## config.mk

```make
export PLATFORM = sky130hd
export DESIGN_NAME = spi_led_rx
export DESIGN_NICKNAME = d
export VERILOG_FILES = /design/src/rtl/spi_led_rx.sv
export SDC_FILE = /design/constraint.sdc
export NUM_CORES = 1
export LEC_CHECK = 0
export CORE_UTILIZATION = 45
export DETAILED_ROUTE_END_ITERATION = 10
export PLACE_DENSITY_LB_ADDON = 0.05
export SYNTH_ARGS = -nofsm -noshare
export SYNTH_HDL_FRONTEND = slang
export SYNTH_SLANG_ARGS = --single-unit
```

## constraint.sdc

```tcl
create_clock -name sys_clock -period 1.25 [get_ports sys_clock]
set_input_delay 0.25 -clock sys_clock [delete_from_list [all_inputs] [get_ports sys_clock]]
set_output_delay 0.25 -clock sys_clock [all_outputs]
set_load 0.1 [all_outputs]
```

## src/rtl/spi_led_rx.sv

```systemverilog
// SPI mode-0 receiver that drives the board LEDs and the RGB LED from received command bytes.
// Optional MISO echo of the previously received byte: define SPI_RX_MISO_ECHO_EN.
module spi_led_rx #(
    parameter int SYNC_STAGES      = 2,
    parameter int CMD_SPLIT_EN_BIT = 7
) (
    input  logic       sys_clock,
    input  logic       sys_reset_n,
    input  logic       ck_io13,
    input  logic       ck_io11,
    input  logic       ck_io10,
    output logic       ck_io12,
    output logic [7:0] rx_data,
    output logic       rx_valid,
    output logic       rx_err,
    output logic [3:0] led,
    output logic       led0_r,
    output logic       led0_g,
    output logic       led0_b
);

    typedef enum logic {IDLE, SHIFT} state_t;

    state_t                 r_state;
    logic [SYNC_STAGES-1:0] r_sclk_sync;
    logic [SYNC_STAGES-1:0] r_mosi_sync;
    logic [SYNC_STAGES-1:0] r_cs_sync;
    logic                   r_sclk_prev;
    logic [7:0]             r_shreg;
    logic [2:0]             r_cnt;
    logic                   r_done;
    logic [7:0]             r_byte;

    logic w_sclk;
    logic w_mosi;
    logic w_cs_n;
    logic w_rise;

    // CS_n synchronizer idles high so reset never looks like a frame start
    always_ff @(posedge sys_clock or negedge sys_reset_n) begin
        if (!sys_reset_n) begin
            r_sclk_sync <= '0;
            r_mosi_sync <= '0;
            r_cs_sync   <= '1;
        end else begin
            r_sclk_sync <= {r_sclk_sync[SYNC_STAGES-2:0], ck_io13};
            r_mosi_sync <= {r_mosi_sync[SYNC_STAGES-2:0], ck_io11};
            r_cs_sync   <= {r_cs_sync[SYNC_STAGES-2:0], ck_io10};
        end
    end

    assign w_sclk = r_sclk_sync[SYNC_STAGES-1];
    assign w_mosi = r_mosi_sync[SYNC_STAGES-1];
    assign w_cs_n = r_cs_sync[SYNC_STAGES-1];
    assign w_rise = w_sclk & ~r_sclk_prev;

    // A completed byte is staged in r_byte and published one cycle later, so
    // it survives a CS_n rise landing on the same cycle as the final SCLK rise.
    always_ff @(posedge sys_clock or negedge sys_reset_n) begin
        if (!sys_reset_n) begin
            r_state     <= IDLE;
            r_sclk_prev <= 1'b0;
            r_shreg     <= '0;
            r_cnt       <= '0;
            r_done      <= 1'b0;
            r_byte      <= '0;
            rx_data     <= '0;
            rx_valid    <= 1'b0;
            rx_err      <= 1'b0;
            led         <= '0;
            led0_r      <= 1'b0;
            led0_g      <= 1'b0;
            led0_b      <= 1'b0;
        end else begin
            r_sclk_prev <= w_sclk;
            r_done      <= 1'b0;
            rx_valid    <= 1'b0;

            if (r_done) begin
                rx_data  <= r_byte;
                rx_valid <= 1'b1;
                if (r_byte[CMD_SPLIT_EN_BIT])
                    {led0_r, led0_g, led0_b} <= r_byte[2:0];
                else
                    led <= r_byte[3:0];
            end

            case (r_state)
                IDLE: begin
                    if (!w_cs_n) begin
                        r_state <= SHIFT;
                        r_cnt   <= '0;
                        r_shreg <= '0;
                    end
                end
                SHIFT: begin
                    if (w_rise) begin
                        r_shreg <= {r_shreg[6:0], w_mosi};
                        r_cnt   <= r_cnt + 3'd1;
                        if (r_cnt == 3'd7) begin
                            r_done <= 1'b1;
                            r_byte <= {r_shreg[6:0], w_mosi};
                        end
                    end
                    if (w_cs_n) begin
                        r_state <= IDLE;
                        if (r_cnt != 3'd0 && !(w_rise && r_cnt == 3'd7))
                            rx_err <= 1'b1;
                    end
                end
                default: r_state <= IDLE;
            endcase
        end
    end

`ifdef SPI_RX_MISO_ECHO_EN
    logic [7:0] r_echo_byte;
    logic [2:0] r_echo_idx;
    logic       w_fall;

    assign w_fall = ~w_sclk & r_sclk_prev;

    // r_echo_idx always points at the bit to present on the next SCLK fall
    always_ff @(posedge sys_clock or negedge sys_reset_n) begin
        if (!sys_reset_n) begin
            r_echo_byte <= '0;
            r_echo_idx  <= '0;
            ck_io12     <= 1'b0;
        end else if (r_state == IDLE) begin
            ck_io12 <= 1'b0;
            if (!w_cs_n) begin
                r_echo_byte <= rx_data;
                r_echo_idx  <= 3'd6;
                ck_io12     <= rx_data[7];
            end
        end else if (w_cs_n) begin
            ck_io12 <= 1'b0;
        end else if (w_fall) begin
            ck_io12    <= r_echo_byte[r_echo_idx];
            r_echo_idx <= r_echo_idx - 3'd1;
        end
    end
`else
    assign ck_io12 = 1'b0;
`endif

endmodule

```

==> results.md, run 1 <==
* Status: finished, violations left
* Failing checks: setup timing
* Reg2Reg Launch Point: r_cnt[0]$_DFFE_PN0P_
* Synth async-reset ratio at 1.00
* Diode count at 0
* Post-synthesis sequential area ratio at 0.650
* Htree depth at 2
* YS warnings at 0
* Layout area overhead at 42.0%
* Largest stage delay on the critical path at 0.35 ns
* Root Buffer: clkbuf_8
* Crit path buf inv count at 0
* IO Port Bufs at 21
* Mapped cell area at 1700 sq um
* Worst-path clk slew at 0.08 ns
* Yosys reg bits at 44
* Die Width at 63.4 um
* Core area at 3470 sq um
* Clk_lat worst skew at 0.29 ns
* PwrDens at 1080 nW/um^2
* Data arrival, critical path at 1.53 ns
* Clock sinks at 44
* Setup CP Type: register to register
* Via count at 1000
* Final Hold Vio Count at 0
* Maximum buffer depth of the clock tree at 2
* Synth Instances at 117
* Post-synth EDFFs at 0
* ANT nets after route at 0
* Die H at 63.4 um
* Largest net degree at the start of global routing at 45
* Die area at 4020 sq um
* WL final at 2760 um
* 1st-iter DRT viols at 31
* CP max-delay cell: dfrtp_1
* Vias per cell at 4.93
* Final setup margin at -0.0990 ns
* First-pass detailed-route iteration total at 4
* Max Fclk at 741 MHz
* WP data required at 1.43 ns
* Hold Crit Class: register to register
* Final GP Congestion at 0.728
* Leak at 1.19 nW
* Fin util at 0.695
* Post-layout net count at 164
* Critical path startpoint: r_cnt[0]$_DFFE_PN0P_
* Shortest period the worst path allows at 1.35 ns
* CP cell instances: ha_2, ha_4, nand4b_4, mux2_4
* GRT Total Usage at 0.166
* CTS tree: done
* Detailed Place HPWL at 1870 um
* Syn_nets at 125
* DRC at 0
* Top cell type's share of synthesized area at 0.619
* Worst VDD drop at 0.629 mV
* Clock skew at 0.00728 ns
* GRT overflow at 0
* Placed cells at 188
* Critical Path Sink Type: register
* Slew Viols, Final at 0
* Power Total at 0.00260 W
* Leading post-synthesis cells by cell area: dfrtp_1, mux2_2, mux2i_1, o21ai_0, dfstp_2
* Global-route wire length before repair at 4890 um
* Top Ports at 23
* Critical path's top delay family: adder cells
* Count leader, synth: dfrtp_1
* Most used DFF post-synth: dfrtp_1
* Crit start category: register
* Setup TNS Final at -0.586 ns
* RSZ-0062 raised after global routing: true
* Fin cells at 203
* Post-Syn Area per Cell at 14.5 sq um
* WL/cell at 13.6 um
* TritonCTS Buffers at 5
* Final Cycle Share at 1.08
* Number of distinct library cells after synthesis at 16
* Initial Util at 0.489
* Top cell type by total area after synthesis: dfrtp_1
* Share of layout cells above drive strength 1 at 0.529
* MaxCap Viol Count at 0
* Initial antenna violation count at 0
* Top post-synthesis cells by count: dfrtp_1, mux2_2, inv_1, o21ai_0, mux2i_1
* CP max FO at 5
* Number of setup violations in the final report at 8
* Row Count at 21
* Hold path start: r_sclk_sync[0]$_DFF_PN0_
* Worst slack at placement at -0.157 ns
* Number of global-route vias before repair at 1034
==> report_power, final <==
group	leakage (nW)	internal [W]	switching, W
combinational	0.582	0.0000973	0.000106
sequential	0.562	0.00146	0.0000288
clock	0.0445	0.000449	0.000460
total	1.19	0.00201	0.000594
==> registers in the layout, indices dropped and copies added, names as in the netlist, 2 cells and up <==
| name | count |
|---|---|
| r_byte | 8 |
| r_cs_sync | 2 |
| r_mosi_sync | 2 |
| r_shreg | 7 |
| r_sclk_sync | 2 |
| rx_data | 8 |
| led | 4 |
| r_cnt | 3 |
==> worst paths after layout <==
check,slack [ns],cells past startpoint,to
max reg2reg,-0.1,4,r_byte[2]$_DFFE_PN0P_
min in group asynchronous,0.45,3,rx_data[2]$_DFFE_PN0P_
max,-0.1,4,r_byte[2]$_DFFE_PN0P_
min reg2reg,0.35,0,r_sclk_sync[1]$_DFF_PN0_
min,0.35,0,r_sclk_sync[1]$_DFF_PN0_
max in group asynchronous,0.53,3,r_cs_sync[0]$_DFF_PN1_
==> routing by layer <==
layer,part of all wire,GRT usage,vias up
met5,0,0,-
met1,0.44,0.214,511
met3,0.032,0.0399,5
met4,0.019,0.0767,0
li1,-,-,465
met2,0.51,0.263,19
==> worst reg2reg max path, stage by stage, from the launching register on <==
cell	delay, ns
dfrtp_1	0.35
ha_2	0.20
ha_4	0.17
nand4b_4	0.18
mux2_4	0.35
==> area by class of cell <==
cell class	instances	area, sq um
Clock buffer	7	86.3
Clock inverter	1	7.51
Fill cell	261	1060
Inverter	14	52.6
Multi-Input combinational cell	55	581
Sequential cell	44	1120
Tap cell	46	57.6
Timing Repair Buffer	36	503
==> layout by cell type (no fill, tap or decap), drive strengths merged <==
cell and instances:
nand4b 2, clkdlybuf4s50 3, clkbuf 7, mux2 22, conb 1, dlygate4sd3 1, mux2i 10, nand3b 2
inv 14, nand2 1, a41o 1, dfrtp 42, dfstp 2, ha 3, buf 32, nand2b 2
o21ai 11, clkinvlp 1
==> cell families (layout without fill, tap and decap cells) <==
family / Yosys count / after routing / share of synthesized area
DFF: 44 / 44 / 0.650
muxes: 32 / 32 / 0.205
buffers and inverters: 19 / 58 / 0.0494
AOI/OAI and AO/OA: 12 / 12 / 0.0383
and+or+nand+nor: 6 / 7 / 0.0324
adders and majority gates: 3 / 3 / 0.0221
other: 1 / 1 / 0.00221
==> metrics by stage <==
stage | area (sq um) | hold slack, ns
floorplan | 1760 | -0.0456
global placement | 2240 | 0.241
detailed placement | 2240 | 0.240
CTS | 2390 | 0.356
global route | 2410 | 0.359
finish | 2410 | 0.352
==> timing repair <==
| action | CTS | global route |
|---|---|---|
| hold buffers | 1 | 0 |
| resized for setup | 1 | 2 |
| endpoints found under the hold margin | 42 | 0 |
| pin swaps | 1 | 1 |
| cloned | 1 | 0 |
| endpoints found under the setup margin | 8 | 19 |
| setup buffers | 3 | 2 |
(Power assumes the default switching activity.)
==> inputs of run 2 (changes only) <==
--- a/config.mk
+++ b/config.mk
@@ -5,6 +5,7 @@
 export SDC_FILE = /design/constraint.sdc
 export NUM_CORES = 1
 export LEC_CHECK = 0
+export ABC_AREA = 1
 export CORE_UTILIZATION = 45
 export DETAILED_ROUTE_END_ITERATION = 10
 export PLACE_DENSITY_LB_ADDON = 0.05
==> run 2 against run 1 <==
The run now ends clean. Sequential share of layout area grew 1.9 points. Synthesized cell count grew 43%. Synthesized area grew 0.15%. Core utilization shrank 3.8 points. First-iteration DRC count grew 71%.
==> results.md, run 2 <==
* Count leader, synth: nand2_1
* Initial Util at 0.490
* Top Ports at 23
* Critical Path Sink Type: register
* ANT nets after route at 0
* Worst r2r path cells at 5
* Die Width at 63.4 um
* GRT overflow at 0
* Top post-synthesis cells by count: nand2_1, dfrtp_1, nand3_1, inv_1, o21ai_0
* WL/cell at 12.8 um
* MaxCap Viol Count at 0
* WL final at 3140 um
* 1st-iter DRT viols at 53
* Final GP Congestion at 0.818
* Clock sinks at 44
* DRC at 0
* Crit path buf inv count at 1
* Number of distinct library cells after synthesis at 18
* Synth Instances at 167
* Crit start category: register
* Mapped cell area at 1700 sq um
* Reg2Reg Launch Point: r_cnt[1]$_DFFE_PN0P_
* Data arrival, critical path at 1.38 ns
* Top cell type by total area after synthesis: dfrtp_1
* Post-synth EDFFs at 0
* Slew Viols, Final at 0
* Fin cells at 245
* Clock power share at 0.349
* Vias per cell at 4.96
* GRT Total Usage at 0.189
* Most used DFF post-synth: dfrtp_1
* Top cell type's share of synthesized area at 0.619
* Largest net degree at the start of global routing at 26
* Setup CP Type: register to register
* CP max-delay cell: dfrtp_1
* Max Fclk at 836 MHz
* PwrDens at 1120 nW/um^2
* Worst VDD drop at 0.932 mV
* Die area at 4030 sq um
* TritonCTS Buffers at 5
* Commonest non-fill, non-tap cell in the layout: nand2_1
* Biggest regs: r_byte x8, rx_data x8, r_shreg x7
* Worst-path clk slew at 0.08 ns
* Leak at 1.13 nW
* Global-route wire length before repair at 5590 um
* Via count at 1214
* Hold Crit Class: primary input to async pin
* Initial antenna violation count at 0
* WP data required at 1.43 ns
* Placed cells at 234
* Diode count at 0
* Net Sw Frac at 0.232
* Post-layout net count at 206
* Internal at 0.00196 W
* Clk_lat worst skew at 0.30 ns
* Worst r2r dst: r_byte[4]$_DFFE_PN0P_
* Critical path's top delay family: flip-flops
* Layout area overhead at 34.0%
* IO Port Bufs at 21
* Synth async-reset ratio at 1.00
* Comb power frac at 0.070
* Number of global-route vias before repair at 1200
* CP cell instances: ha_2, ha_4, buf_4, nand4_1, nand2_1
* First-pass detailed-route iteration total at 5
* Leading post-synthesis cells by cell area: dfrtp_1, nand2_1, nand3_1, o21ai_0, dfstp_2
* Yosys reg bits at 44
* Setup TNS Final at 0 ns
* Post-synthesis sequential area ratio at 0.649
* Maximum buffer depth of the clock tree at 2
* Status: completed
* CTS tree: done
* Post-Syn Area per Cell at 10.2 sq um
* CP max FO at 9
* Final Hold Vio Count at 0
* Die H at 63.4 um
* Core area at 3470 sq um
* Number of setup violations in the final report at 0
* R2R setup slack at 0.05 ns
* Part of the power in registers at 0.581
* Shortest period the worst path allows at 1.20 ns
* Share of layout cells above drive strength 1 at 0.221
* Largest stage delay on the critical path at 0.39 ns
* Switching pwr at 0.000592 W
* Detailed Place HPWL at 2280 um
* Root Buffer: clkbuf_8
* Syn_nets at 175
* Final Cycle Share at 0.957
* Row Count at 21
* Clock skew at 0.00595 ns
* Htree depth at 2
* Commonest cells after routing, fill and taps aside: nand2_1, dfrtp_1, nand3_1
* YS warnings at 0
run 2: cell types whose count changed in the layout (fill, tap and decap cells not counted), moves of 4 or more:
cell | previous run | this run
buf_4 | 13 | 9
dfrtp_1 | 27 | 42
dfrtp_2 | 15 | 0
mux2_2 | 14 | 0
mux2_4 | 8 | 0
mux2i_1 | 10 | 0
nand2_1 | 1 | 54
nand3_1 | 0 | 20
nand4_1 | 0 | 8
run 2: how the worst max path moves through the flow:
| stage | from | to | depth (start not counted) |
|---|---|---|---|
| 6_report | r_cnt[1]$_DFFE_PN0P_ | r_byte[4]$_DFFE_PN0P_ | 5 |
| 5_1_grt | r_cnt[1]$_DFFE_PN0P_ | r_byte[4]$_DFFE_PN0P_ | 5 |
| 4_1_cts | r_cnt[1]$_DFFE_PN0P_ | r_byte[2]$_DFFE_PN0P_ | 5 |
| 3_5_place_dp | r_cnt[1]$_DFFE_PN0P_ | r_byte[2]$_DFFE_PN0P_ | 5 |
| 3_3_place_gp | r_cnt[0]$_DFFE_PN0P_ | r_byte[4]$_DFFE_PN0P_ | 5 |
| 2_1_floorplan | r_cnt[0]$_DFFE_PN0P_ | r_byte[0]$_DFFE_PN0P_ | 6 |
run 2: power groups by stage:
stage | Clock (W) | Combinational, W | Sequential, W
3_5_place_dp | 0 | 0.000162 | 0.00151
4_1_cts | 0.000928 | 0.000165 | 0.00148
6_report | 0.000892 | 0.000179 | 0.00148
3_3_place_gp | 0 | 0.000155 | 0.00151
2_1_floorplan | 0 | 0.0000798 | 0.00152
5_1_grt | 0.000991 | 0.000200 | 0.00149
run 2: repair_timing:
action                                  4_1_cts  5_1_grt
hold buffers                                  1        0
setup buffers                                 0        2
endpoints found under the setup margin        0       10
endpoints found under the hold margin        17        0
resized for setup                             0        4
run 2: stage by stage:
step	util	area (sq um)	total power, W	setup slack (ns)	hold slack, ns
5_1_grt	0.657	2280	0.00268	-0.00532	0.298
6_report	0.657	2280	0.00255	0.0533	0.288
3_5_place_dp	0.616	2140	0.00167	0.0202	0.0763
3_3_place_gp	0.616	2140	0.00166	0.0440	0.0702
4_1_cts	0.645	2240	0.00257	0.0120	0.277
2_1_floorplan	-	1700	0.00160	0.0327	-0.0456
run 2: layout make-up:
class | count | area (sq um)
Fill cell | 281 | 1190
Clock buffer | 6 | 82.6
Sequential cell | 44 | 1100
Multi-Input combinational cell | 102 | 518
Clock inverter | 2 | 10.0
Tap cell | 46 | 57.6
Inverter | 14 | 52.6
Timing Repair Buffer | 31 | 453
run 2: kinds of logic after synthesis:
group,share of synthesized area
simple gates,0.231
flops,0.649
fa+ha+maj,0.0221
other cells,0.00221
buf+inv,0.0596
compound gates,0.0353
run 2: layer usage:
metal  up-vias  GRT usage  routed length, um  part of all wire
li1        598          -                  -                 -
met1       575      0.218               1350              0.43
met2        33      0.306               1550              0.49
met3         8     0.0725                167             0.053
met4         0     0.0909                 82             0.026
met5         -          0                  0                 0
